### src/rtl/vec_spi_rx.sv
// -----------------------------------------------------------------------------
// vec_spi_rx
// SPI slave receiver for the raycaster view vectors (player position, facing,
// camera plane). It oversamples the SPI pins in the clk domain and accepts only
// frames that are exactly FRAME_BITS long. The last good frame is held in a
// pending buffer and is committed to o_vectors on the next vblank rising edge,
// so the core never sees the vectors change in the middle of a frame.
//
// Optional feature: define VEC_SPI_RX_ERRCNT_EN to add a saturating 8-bit
// frame-error counter (o_err_count) with a clear input (i_err_clr).
//
// Ports:
//   clk          design clock
//   reset        asynchronous, active-high reset
//   i_ss_n       SPI chip select, active low (async to clk)
//   i_sclk       SPI clock (async); MOSI is sampled on its rising edge
//   i_mosi       SPI data, MSB of the frame first
//   i_vblank     vertical blank, clk domain
//   o_vectors    committed vectors, component 0 in the MSBs
//   o_load       one-cycle pulse when o_vectors updates
//   o_pending    a good frame is waiting for vblank
//   o_frame_err  one-cycle pulse on a malformed frame
//   i_err_clr    (ERRCNT only) clear the error counter, wins over increment
//   o_err_count  (ERRCNT only) saturating frame-error count
// -----------------------------------------------------------------------------
module vec_spi_rx #(
    parameter int VEC_W       = 16,
    parameter int NVEC        = 6,
    parameter int SYNC_STAGES = 2,
    parameter logic [NVEC*VEC_W-1:0] INIT_VEC = '0
) (
    input  logic                    clk,
    input  logic                    reset,
    input  logic                    i_ss_n,
    input  logic                    i_sclk,
    input  logic                    i_mosi,
    input  logic                    i_vblank,
    output logic [NVEC*VEC_W-1:0]   o_vectors,
    output logic                    o_load,
    output logic                    o_pending,
    output logic                    o_frame_err
`ifdef VEC_SPI_RX_ERRCNT_EN
    ,
    input  logic                    i_err_clr,
    output logic [7:0]              o_err_count
`endif
);

    localparam int FRAME_BITS = NVEC * VEC_W;
    localparam int CW         = $clog2(FRAME_BITS) + 1;
    localparam logic [CW-1:0] FULL = CW'(FRAME_BITS);

    typedef enum logic [1:0] {IDLE, SHIFT, OVERRUN, CHECK} state_t;

    // Synchroniser chains: index 0 is the newest sample, SYNC_STAGES-1 the
    // last synchroniser stage, and SYNC_STAGES a history flop for edges.
    logic [SYNC_STAGES:0]   r_ss_sync;
    logic [SYNC_STAGES:0]   r_sclk_sync;
    logic [SYNC_STAGES-1:0] r_mosi_sync;
    // Fill tracker: edges are only trusted once every flop in the chain holds a
    // real pin sample. Without it the reset presets look like an ss_n fall
    // when the pin is already low, and a frame in flight would be captured.
    logic [SYNC_STAGES:0]   r_sync_vld;

    state_t                 r_state;
    logic [CW-1:0]          r_cnt;
    logic [FRAME_BITS-1:0]  r_shreg;
    logic [FRAME_BITS-1:0]  r_pend;
    logic                   r_vb_d;

    logic w_sync_ok, w_ss_rise, w_ss_fall, w_sclk_rise, w_mosi, w_vb_rise;

    assign w_sync_ok   = &r_sync_vld;
    assign w_ss_rise   = w_sync_ok &  r_ss_sync[SYNC_STAGES-1] & ~r_ss_sync[SYNC_STAGES];
    assign w_ss_fall   = w_sync_ok & ~r_ss_sync[SYNC_STAGES-1] &  r_ss_sync[SYNC_STAGES];
    assign w_sclk_rise = w_sync_ok &  r_sclk_sync[SYNC_STAGES-1] & ~r_sclk_sync[SYNC_STAGES];
    // MOSI taken at the same depth as the sclk stage that flags the rise.
    assign w_mosi      = r_mosi_sync[SYNC_STAGES-1];
    assign w_vb_rise   = i_vblank & ~r_vb_d;

    always_ff @(posedge clk or posedge reset) begin
        if (reset) begin
            r_ss_sync   <= '1;
            r_sclk_sync <= '0;
            r_mosi_sync <= '0;
            r_sync_vld  <= '0;
        end else begin
            r_ss_sync   <= {r_ss_sync[SYNC_STAGES-1:0], i_ss_n};
            r_sclk_sync <= {r_sclk_sync[SYNC_STAGES-1:0], i_sclk};
            r_mosi_sync <= {r_mosi_sync[SYNC_STAGES-2:0], i_mosi};
            r_sync_vld  <= {r_sync_vld[SYNC_STAGES-1:0], 1'b1};
        end
    end

    always_ff @(posedge clk or posedge reset) begin
        if (reset) begin
            r_state     <= IDLE;
            r_cnt       <= '0;
            r_shreg     <= '0;
            r_pend      <= '0;
            r_vb_d      <= 1'b1;
            o_vectors   <= INIT_VEC;
            o_load      <= 1'b0;
            o_pending   <= 1'b0;
            o_frame_err <= 1'b0;
        end else begin
            o_load      <= 1'b0;
            o_frame_err <= 1'b0;
            r_vb_d      <= i_vblank;

            // Commit reads r_pend before any same-cycle CHECK write; the CHECK
            // assignment to o_pending below then overrides the clear here.
            if (w_vb_rise && o_pending) begin
                o_vectors <= r_pend;
                o_load    <= 1'b1;
                o_pending <= 1'b0;
            end

            case (r_state)
                IDLE: begin
                    if (w_ss_fall) begin
                        r_cnt   <= '0;
                        r_state <= SHIFT;
                    end
                end
                SHIFT: begin
                    if (w_ss_rise) begin
                        r_state <= CHECK;
                    end else if (w_sclk_rise) begin
                        if (r_cnt == FULL) begin
                            r_state <= OVERRUN;
                        end else begin
                            r_shreg <= {r_shreg[FRAME_BITS-2:0], w_mosi};
                            r_cnt   <= r_cnt + 1'b1;
                        end
                    end
                end
                OVERRUN: begin
                    if (w_ss_rise) begin
                        o_frame_err <= 1'b1;
                        r_state     <= IDLE;
                    end
                end
                CHECK: begin
                    if (r_cnt == FULL) begin
                        r_pend    <= r_shreg;
                        o_pending <= 1'b1;
                    end else begin
                        o_frame_err <= 1'b1;
                    end
                    r_state <= IDLE;
                end
                default: r_state <= IDLE;
            endcase
        end
    end

`ifdef VEC_SPI_RX_ERRCNT_EN
    always_ff @(posedge clk or posedge reset) begin
        if (reset) begin
            o_err_count <= '0;
        end else if (i_err_clr) begin
            o_err_count <= '0;
        end else if (o_frame_err && (o_err_count != 8'hFF)) begin
            o_err_count <= o_err_count + 8'd1;
        end
    end
`endif

endmodule

### config.mk
export PLATFORM = sky130hd
export DESIGN_NAME = vec_spi_rx
export DESIGN_NICKNAME = d
export VERILOG_FILES = /design/src/rtl/vec_spi_rx.sv
export SDC_FILE = /design/constraint.sdc
export NUM_CORES = 1
export LEC_CHECK = 0
export CORE_UTILIZATION = 50
export DETAILED_ROUTE_END_ITERATION = 6
export HOLD_SLACK_MARGIN = 0.15
export PLACE_DENSITY_LB_ADDON = 0.12
export SYNTH_ARGS = -nofsm -noshare
export SYNTH_HDL_FRONTEND = slang
export SYNTH_SLANG_ARGS = --single-unit
### constraint.sdc
create_clock -name clk -period 13.2 [get_ports clk]
set_input_delay 3.96 -clock clk [delete_from_list [all_inputs] [get_ports clk]]
set_output_delay 3.96 -clock clk [all_outputs]
set_load 0.01 [all_outputs]
# [After elaboration in Yosys (flattened, before gate mapping)]
# Cells that the tools add are included.
[word_totals] ff_bits=313 latch_bits=0 ram_bits=0 romBits=0 input_bits=6 output_inout_bits=99 word_cells=64 memories=0
[op_classes] add_sub_neg=1 n_mul=0 n_div=0 n_lt_le_gt_ge=0 n_eq_ne=11 shift=0 mux=18 bitwise=13 reduce_logical=8
[ops] op="8-bit 2-to-1 mux" count=4
[ops] op="8-bit case mux with 2 select lines" count=1
[ops] op="2-bit 2-to-1 mux" count=5
[ops] op="2-bit inequality test (second input constant)" count=5
[ops] op="8-bit by 1-bit adder with 8-bit output (second input constant)" count=1
[ops] op="8-bit by 7-bit == test with 1-bit output (second input constant)" count=1
[ops] op="2-bit case mux with 4 select lines" count=1
[ops] op="4-bit AND reduction" count=2
[ops] op="1-bit AND" count=7
[ops] op="1-bit 2-to-1 mux" count=6
[ops] op="3-bit inequality test (second input constant)" count=2
[ops] op="1-bit NOT" count=6
[ops] op="5-bit AND reduction" count=1
[ops] op="2-bit == test (second input constant)" count=2
[ops] op="3-bit AND reduction" count=1
[ops] op="2-bit by 1-bit == test with 1-bit output (second input constant)" count=1
[ops] op="2-bit logical NOT" count=1
[ops] op="1-bit case mux with 2 select lines" count=1
[ops] op="2-bit AND reduction" count=1
[ops] op="2-bit nonzero test" count=1
[ops] op="1-bit logical AND" count=1

# [Logic depth before layout (Yosys ltp)]
[depth] ltp_word=6 mapped_depth=8

# [Worst setup path before layout]
# No wires, ideal clock.
[synth_path] path_kind="input port to flip-flop" startpoint="in i_vblank" endpoint="reg o_vectors[0]" setup_ns=0.065 t_arrival_ns=4.944 setup_slack_ns=8.191 path_stages=6 n_path_buf=2 path_cell_list="nand3b_1 > inv_2 > clkbuf_1 > clkbuf_1 > nand2_1 > nand2_1"
[synth_via] elab_chain_cells=2
[synth_rtl] item="start, declared" line_no="37" source="input logic i_vblank,"
[synth_rtl] item="1-bit AND" line_no="79" source="assign w_vb_rise = i_vblank & ~r_vb_d;"
[synth_rtl] item="1-bit logical AND" line_no="113" source="if (w_vb_rise && o_pending) begin"
[synth_rtl] item="end signal, assigned" line_no="114" source="o_vectors <= r_pend;"
[synth_rtl] item="end, declared" line_no="38" source="output logic [NVEC*VEC_W-1:0] o_vectors,"
# No other way between the ends.
# A chain may end at the register's enable or synchronous reset.

==> flow_summary.yaml <==
status:
  status: "finished clean"
placement:
  gp_congestion: 0.7526
  numPortBuffers: 104
  dp_cells: 1284
  dp_hpwl_um: 11070
worst_setup_path:
  cp.depth: 3
  worst-path-buf-inv: 3
  path_delay_family: "buffers and inverters"
  start_kind: "input pin"
  critPathMaxFanout: 149
  worst_ep_arrival_time_ns: 6.23
  path_class: "in2async"
  crit_path_end_kind: "asynchronous set/reset pin"
  max_stage_delay_ns: 0.93
  cpMaxStageDelayCell: "buf_4"
  required_ns: 13.71
  r2r_cells: 7
  path_cells: "clkdlybuf4s50_1 > inv_8 > buf_4"
synthesis:
  syn_inst: 901
  synthArstFlopShare: 1.000
  ys_types: 45
  yosysSeqAreaShare: 0.6676
  avgSynthCellArea_um2: 13.03
  synth-main-ff-cell: "dfrtp_1"
  ys_ff_latch: 313
  synthesis.area_mm2: 0.01174
  yosysWarnings: 0
  synth_nets: 909
  synth_edf_count: 0
sta:
  whs_ns: 0.3527
  final.setup_skew_ns: 0.009192
  finalSetupViolations: 0
  max-slew-margin-rel: 0.2980
  fin_tns_setup_ns: 0
  rsz0062_at_grt: "no"
  fin_crit_sh: 0.4337
  fmax_ghz: 0.1747
  worst_pin_slew_ns: 1.053
  hold_viol_final: 0
  period_needed_ns: 5.724
  slew_viol_final: 0
drt:
  via_per_inst: 5.010
  drt_iter0_drc: 225
  via_count: 6688
  drc_errors: 0
  drt-total-wl_um: 19620
  drtPass1Iterations: 4
  antenna_left: 0
  wl_per_cell_um: 14.70
floorplanning:
  die_w_um: 155.2
  die_area_mm2: 0.02410
  die_y_um: 155.2
  rows: 55
  core_area_mm2: 0.02285
  io_pins: 105
  initial_utilization: 0.5139
clock_network:
  cts_setup_buffers: 0
  worstSkewPairLatency_ns: 0.54
  cts-root-buf: "clkbuf_16"
  htreeDepth: 1
  ctsHoldBuffers: 0
  cts_tree: "built"
  post_cts_resized: 0
  cts_buffers: 31
  clk_path_buf_depth: 3
  clock-sinks: 313
  path_clk_slew_ns: 0.06
final_layout:
  area_delta_synth_final_pct: 20.05
  final_core_util: 0.6169
  nFillCells: 1876
  drive_above_1_share: 0.2436
  post_layout_nonfiller_instances: 1335
  final_net_count: 1012
  final_common_cell: "dfrtp_1"
  final_cell_mix: "309 x dfrtp_1, 295 x nand2_1, 185 x mux2_2, 104 x clkdlybuf4s50_1, 31 x clkbuf_16"
  diodes: 0
global_route:
  grt_max_degree: 150
  globalRouteTotalUtil: 0.1736
  antenna_found_initial: 0
  grt_pass1_wl_um: 34420
  grt_pass1_vias: 6765
  gr-total-overflow: 0
job:
  max_cap_violations: 0
hold_path:
  hold_depth: 0
  hold_class: "reg2reg"
power_and_ir_drop:
  power_leakage_nw: 7.294
  power_density_mw_per_mm2: 136.3
  peakVddDrop_uv: 98.73
==> per-layer routing <==
layer  GRT usage  wire, um  vias to the layer above
li1            -         -                     3195
met1      0.2658     10090                     3377
met2      0.2615      8585                       95
met3     0.02869       728                       21
met4     0.03875       217                        0
met5           0         0                        -
==> worst paths after layout <==
kind	from	endpoint	slack [ns]
max reg2reg	r_cnt[0]$_DFFE_PP0P_	r_pend[2]$_DFFE_PP0P_	9.91
min in group asynchronous	reset	o_vectors[58]$_DFFE_PP0P_	4.02
max in group clk	i_vblank	o_vectors[43]$_DFFE_PP0P_	7.48
min reg2reg	r_sclk_sync[0]$_DFF_PP0_	r_sclk_sync[1]$_DFF_PP0_	0.35
min	r_sclk_sync[0]$_DFF_PP0_	r_sclk_sync[1]$_DFF_PP0_	0.35
max	reset	o_vectors[28]$_DFFE_PP0P_	7.48
==> where the power goes <==
part           total [mW]  switching, mW  internal [mW]  leakage (nW)
Sequential          0.973        0.00606          0.967          4.34
Clock               0.899          0.343          0.556         0.520
Combinational      0.0499         0.0359         0.0140          2.43
==> cell families (layout without fill, tap and decap cells) <==
family / count (synthesis) / after routing / share of synthesized area
buffers and inverters: 47 / 168 / 0.01886
XOR/XNOR: 1 / 1 / 0.0007462
AND/OR/NAND/NOR: 323 / 323 / 0.1105
flip-flops: 313 / 313 / 0.6676
adder cells (fa/ha/maj): 2 / 2 / 0.002131
multiplexers: 194 / 194 / 0.1859
other: 1 / 1 / 0.0003194
AO/OA/AOI/OAI: 20 / 20 / 0.01396
==> stage by stage <==
step / setup slack [ns] / total power, mW / area (um2)
2_1_floorplan: 0.5888 / 1.028 / 11740
3_3_place_gp: 6.788 / 1.041 / 13050
3_5_place_dp: 6.815 / 1.042 / 13050
4_1_cts: 7.383 / 1.947 / 14090
5_1_grt: 7.081 / 1.993 / 14090
6_report: 7.476 / 1.921 / 14090
==> cell usage after synthesis, types with 3 or more instances <==
master,count,area (um2)
buf_2,15,75.07
nor2b_1,3,18.77
nand2_1,295,1107
dfrtp_1,309,7732
buf_4,3,22.52
and3_1,3,18.77
a31oi_1,3,18.77
mux2_2,185,2083
clkbuf_1,20,75.07
dfstp_2,4,105.1
nand2b_1,5,31.28
nand3_1,6,30.03
inv_1,5,18.77
mux2_1,7,78.83
==> registers in the layout (all words and copies together), names as in the netlist <==
name         cells
o_vectors       96
r_mosi_sync      2
r_pend          96
r_state          2
o_pending        1
r_shreg         96
r_sync_vld       3
r_ss_sync        3
o_frame_err      1
r_vb_d           1
r_cnt            8
r_sclk_sync      3
o_load           1
==> layout make-up <==
| cell class | count | area, um2 | share of cell area |
|---|---|---|---|
| Sequential cell | 313 | 7838 | 0.5561 |
| Tap cell | 313 | 391.6 | 0.02779 |
| Inverter | 6 | 31.28 | 0.002219 |
| Multi-Input combinational cell | 541 | 3691 | 0.2619 |
| Clock inverter | 10 | 175.2 | 0.01243 |
| Timing Repair Buffer | 111 | 1094 | 0.07759 |
| Clock buffer | 41 | 873.3 | 0.06197 |
Power figures use the tool's default switching activity.
==> variant 1: new RTL, config.mk and constraints unchanged <==
`VEC_W`: 16 -> 32.
--- a/src/rtl/vec_spi_rx.sv
+++ b/src/rtl/vec_spi_rx.sv
@@ -24,7 +24,7 @@
 //   o_err_count  (ERRCNT only) saturating frame-error count
 // -----------------------------------------------------------------------------
 module vec_spi_rx #(
-    parameter int VEC_W       = 16,
+    parameter int VEC_W       = 32,
     parameter int NVEC        = 6,
     parameter int SYNC_STAGES = 2,
     parameter logic [NVEC*VEC_W-1:0] INIT_VEC = '0
Interface: changed (resized o_vectors); port bits go from 105 to 201. No check against the original RTL was run, so the function may have changed too.
==> variant 1 against the unedited design <==
  * Wire length up 110%
  * Sequential cell count up 289
  * Sequential share of layout area up 0.37 points
  * Utilization down 1.1 points
  * Synthesized area up 92%
  * Design area up 91%
  * Largest power group unchanged
  * Worst setup slack worse by 0.60 ns
  * Power up 88%
  * Sequential power up 91%
  * Combinational power up 24%
==> variant 1: results (changes against the unedited design) <==
run_status: "finished, final reports clean"  # unchanged
grt_max_degree: 182  # was 150
r2r_slack_ns: 9.10  # was 9.91 ns
antenna_found_initial: 0  # unchanged
leakagePower_nw: 14.2  # was 7.29 nW
seq_area_frac_synth_pct: 66.8  # about the same
insertion_delay_ns: 0.61  # was 0.54 ns
cts_setup_buffers: 0  # unchanged
reg2reg_depth: 6  # was 7
synthTopCellsByCount: "598 x dfrtp_1, 584 x nand2_1, 192 x mux2_1, 192 x mux2_2, 43 x clkbuf_1"  # was 309 x dfrtp_1, 295 x nand2_1, 185 x mux2_2, 20 x clkbuf_1, 15 x buf_2
first_pass_iters: 4  # unchanged
cts_made_buffers: 59  # was 31
viasPerCell: 5.06  # was 5.01
grt_usage_pct: 18.8  # was 17.4%
synthTopCellsByArea: "dfrtp_1 66%, nand2_1 9.7%, mux2_1 9.6%"  # was dfrtp_1 66%, mux2_2 18%, nand2_1 9.4%
dpl.hpwl_mm: 24.2  # was 11.1 mm
fillers: 3590  # was 1876
root_buffer: "clkbuf_16"  # unchanged
maxCapViolCount: 0  # unchanged
timing.rr.start: "r_cnt[3]"  # was r_cnt[0]
h-tree-depth: 2  # was 1
async_reset_ff_share_pct: 100  # unchanged
synth_flop_cell: "dfrtp_1"  # unchanged
cts_resized: 0  # unchanged
min_from: "r_sclk_sync[0]"  # unchanged
crit_arrival_ns: 6.85  # was 6.23 ns
grt_first_pass_wirelength_mm: 70.2  # was 34.4 mm
hp-class: "reg2reg"  # unchanged
worst_pin_slew_ns: 1.10  # was 1.05 ns
synth_nets: 1734  # was 909
worstHoldEndpoint: "r_sclk_sync[1]"  # unchanged
hold_ws_ns: 0.353  # about the same
synthDistinctLibCells: 40  # was 45
reg.largest.list: "o_vectors: 192 flops, r_pend: 192 flops, r_shreg: 192 flops"  # was o_vectors: 96 flops, r_pend: 96 flops, r_shreg: 96 flops
reg2reg_to: "r_shreg[17]"  # was r_pend[2]
holdPathStages: 0  # unchanged
drive_gt1_share_pct: 15.5  # was 24.4%
drtIter0Drc: 742  # was 225
finClkSkew_ns: 0.0173  # was 0.00919 ns
clkTransAtPathRegs_ns: 0.06  # about the same
num-nets-final: 1920  # was 1012
port_buffers: 200  # was 104
vdd_ir_drop_max_v: 0.0000987  # about the same
post_dp_cell_area_um2: 24900  # was 13000 um2
place_congestion: 0.746  # was 0.753
wirelength_mm: 41.3  # was 19.6 mm
diodes: 0  # unchanged
ys_warn_count: 0  # unchanged
grt_pass1_vias: 13600  # was 6765
cts_buffer_depth: 3  # unchanged
critPathMaxFanout: 92  # was 149
==> variant 1: worst max-delay path by stage <==
| stage | startpoint | endpoint | slack, ns | depth (start not counted) |
|---|---|---|---|---|
| after floorplan | reset | o_frame_err | 1.03 | 1 |
| after global placement | reset | o_vectors[140] | 6.33 | 4 |
| after detailed placement | i_vblank | o_vectors[123] | 6.24 | 7 |
| after CTS | i_vblank | o_vectors[123] | 6.88 | 7 |
| after global routing | reset | r_shreg[126] | 6.59 | 4 |
| final | i_vblank | o_vectors[123] | 6.88 | 7 |
==> variant 1: layout make-up <==
class | count | area [um2] | area share [%]
well taps | 592 | 741 | 2.75
repair buffers | 211 | 2120 | 7.88
clock buffers | 91 | 1750 | 6.49
clock inverters | 17 | 236 | 0.878
inverters | 8 | 38.8 | 0.144
multi-input cells | 1030 | 6960 | 25.9
flip-flops and latches | 602 | 15100 | 56.0
==> variant 1: logic make-up after synthesis <==
kind of cell    share of synthesized area (%)
fa+ha+maj                               0.111
other cells                            0.0166
compound gates                          0.632
simple gates                             10.7
xor+xnor                               0.0776
flops                                    66.8
buf+inv                                  2.47
mux                                      19.2
==> variant 1: where the power goes <==
| part | total [W] | internal [W] | switching (W) | leakage [nW] |
|---|---|---|---|---|
| sequential | 0.00186 | 0.00185 | 0.00000689 | 8.38 |
| clock | 0.00169 | 0.00101 | 0.000686 | 0.964 |
| combinational | 0.0000617 | 0.0000136 | 0.0000481 | 4.81 |
==> variant 1: critical path, cell delays in order <==
cell             delay (ns)
clkdlybuf4s50_1        0.42
nand2b_1               0.10
or2_4                  0.29
buf_4                  0.81
buf_4                  0.93
nand2_1                0.16
nand2_1                0.13
==> variant 1: through the flow <==
stage	util, %	cells	power [W]	setup slack, ns
5_1_grt	60.6	2551	0.00375	6.59
6_report	60.6	2551	0.00361	6.88
3_3_place_gp	56.1	2443	0.00196	6.33
2_1_floorplan	-	1726	0.00194	1.03
4_1_cts	60.6	2551	0.00367	6.88
3_5_place_dp	56.1	2443	0.00196	6.24
==> variant 1: routing by layer <==
layer  vias to the layer above  GRT usage (%)  share of wire, %
li1                       6061              -                 -
met1                      6589           26.8                48
met2                       193           29.4                46
met3                        55           3.35               4.1
met4                         0           5.71               1.9
met5                         -              0                 0
==> variant 2: new RTL, config.mk and constraints unchanged <==
Made on the original files. Register the output `o_vectors` once more, without a reset; this adds one clock of latency there. The other outputs are not delayed to match. Comments in the files are not updated.
--- a/src/rtl/vec_spi_rx.sv
+++ b/src/rtl/vec_spi_rx.sv
@@ -52,6 +52,8 @@
 
     typedef enum logic [1:0] {IDLE, SHIFT, OVERRUN, CHECK} state_t;
 
+    logic [NVEC*VEC_W-1:0] o_vectors_s0;
+
     // Synchroniser chains: index 0 is the newest sample, SYNC_STAGES-1 the
     // last synchroniser stage, and SYNC_STAGES a history flop for edges.
     logic [SYNC_STAGES:0]   r_ss_sync;
@@ -99,7 +101,7 @@
             r_shreg     <= '0;
             r_pend      <= '0;
             r_vb_d      <= 1'b1;
-            o_vectors   <= INIT_VEC;
+            o_vectors_s0 <= INIT_VEC;
             o_load      <= 1'b0;
             o_pending   <= 1'b0;
             o_frame_err <= 1'b0;
@@ -111,7 +113,7 @@
             // Commit reads r_pend before any same-cycle CHECK write; the CHECK
             // assignment to o_pending below then overrides the clear here.
             if (w_vb_rise && o_pending) begin
-                o_vectors <= r_pend;
+                o_vectors_s0 <= r_pend;
                 o_load    <= 1'b1;
                 o_pending <= 1'b0;
             end
@@ -167,5 +169,9 @@
     end
 `endif
 
+    always_ff @(posedge clk) begin
+        o_vectors <= o_vectors_s0;
+    end
+
 endmodule
 
Formal check against the unedited RTL: same outputs for any inputs over 10 cycles, from zero or initial values and one cycle with reset high; that may be too few to reach the edited logic, so the function may still have changed.
==> variant 2 against the unedited design <==
  * Wire length up 9.4%
  * Design area up 17%
  * Worst setup slack better by 0.16 ns
  * Power up 30%
  * Synthesized area up 16%
  * Clock power up 31%
  * Sequential cell count up 96
  * Critical path depth up 4
  * Critical path type is now in2reg
  * Critical endpoint is now o_vectors_s0[4]
==> variant 2: results (changes against the unedited design) <==
run_status: "finished, final reports clean"  # unchanged
synthTopCellsByArea: "dfrtp_1 57%, mux2_2 15%, dfxtp_1 14%"  # was dfrtp_1 66%, mux2_2 18%, nand2_1 9.4%
synth-compound-area-share_pct: 1.20  # was 1.40%
grt_usage_pct: 16.4  # was 17.4%
grt_max_degree: 98  # was 150
synthTopCellsByCount: "309 x dfrtp_1, 295 x nand2_1, 185 x mux2_2, 96 x dfxtp_1, 16 x clkbuf_1"  # was 309 x dfrtp_1, 295 x nand2_1, 185 x mux2_2, 20 x clkbuf_1, 15 x buf_2
cts_made_buffers: 41  # was 31
drive_gt1_share_pct: 23.7  # was 24.4%
slew_headroom_pct: 30.1  # was 29.8%
critPathMaxStageDelay_ns: 0.78  # was 0.93 ns
r2r_slack_ns: 10.10  # was 9.91 ns
hold_ws_ns: 0.359  # was 0.353 ns
async_reset_ff_share_pct: 76.5  # was 100%
insertion_delay_ns: 0.52  # was 0.54 ns
synthDistinctLibCells: 46  # was 45
vdd_ir_drop_max_v: 0.0000887  # was 0.0000987 V
synth_nets: 1005  # was 909
synth_mux_area_share_pct: 16.0  # was 18.6%
grt_pass1_vias: 7525  # was 6765
wl_per_cell_um: 14.4  # was 14.7 um
fillers: 2114  # was 1876
grt_first_pass_wirelength_mm: 37.7  # was 34.4 mm
dpl_worst_slack_ns: 7.06  # was 6.82 ns
num-nets-final: 1120  # was 1012
seq_area_frac_synth_pct: 71.4  # was 66.8%
drtIter0Drc: 353  # was 225
critPathMaxFanout: 97  # was 149
finClkSkew_ns: 0.0156  # was 0.00919 ns
h-tree-depth: 2  # was 1
[variant 2: per-stage QoR]
stage	utilization, %	power [W]	instance area [um2]	std cells
floorplan	-	0.00132	13700	997
global placement	55.9	0.00134	15000	1410
detailed placement	55.9	0.00134	15000	1410
CTS	61.2	0.00253	16400	1486
global route	61.2	0.00259	16400	1486
finish	61.2	0.00250	16400	1486
[variant 2: worst register-to-register path, cell delays in order, from the launching register on]
cell and delay, ns:
dfrtp_1 0.39, inv_1 0.10, ha_1 0.15, nor4b_4 0.31, nand2_1 0.22, nor2_4 0.13, buf_4 0.55, buf_4 0.72
mux2_2 0.42
[variant 2: power breakdown]
part / switching [W] / internal (W)
Sequential: 0.00000606 / 0.00126
Combinational: 0.0000358 / 0.0000142
Clock: 0.000455 / 0.000729
[variant 2: cells by family (layout without fill, tap and decap cells)]
logic type | count (synthesis) | count (layout)
DFF | 409 | 409
and+or+nand+nor | 323 | 323
muxes | 194 | 194
buffers and inverters | 47 | 195
AOI/OAI and AO/OA | 20 | 20
adders and majority gates | 2 | 2
other | 1 | 1
xor gates and xnor gates | 1 | 1
[variant 2: metal layers]
metal  vias to the layer above  wire, um  GRT usage (%)
li1                       3524         -              -
met1                      3605     10700           23.9
met2                       109      9590           25.1
met3                        37       791           3.29
met4                         0       414           4.91
met5                         -         0              0
[variant 2: cell type report]
type | count | share of cell area, %
well taps | 341 | 2.59
clock buffers | 64 | 7.82
clock inverters | 12 | 0.845
inverters | 6 | 0.190
repair buffers | 113 | 6.74
multi-input cells | 541 | 22.4
flip-flops and latches | 409 | 59.4
[variant 2: final timing paths]
path	start	to	depth (start not counted)
max	i_vblank	o_vectors_s0[4]	7
min in group asynchronous	reset	o_vectors_s0[52]	2
max reg2reg	r_cnt[0]	r_pend[85]	8
min reg2reg	r_mosi_sync[0]	r_mosi_sync[1]	0
max in group asynchronous	reset	o_vectors_s0[0]	3
min	r_mosi_sync[0]	r_mosi_sync[1]	0
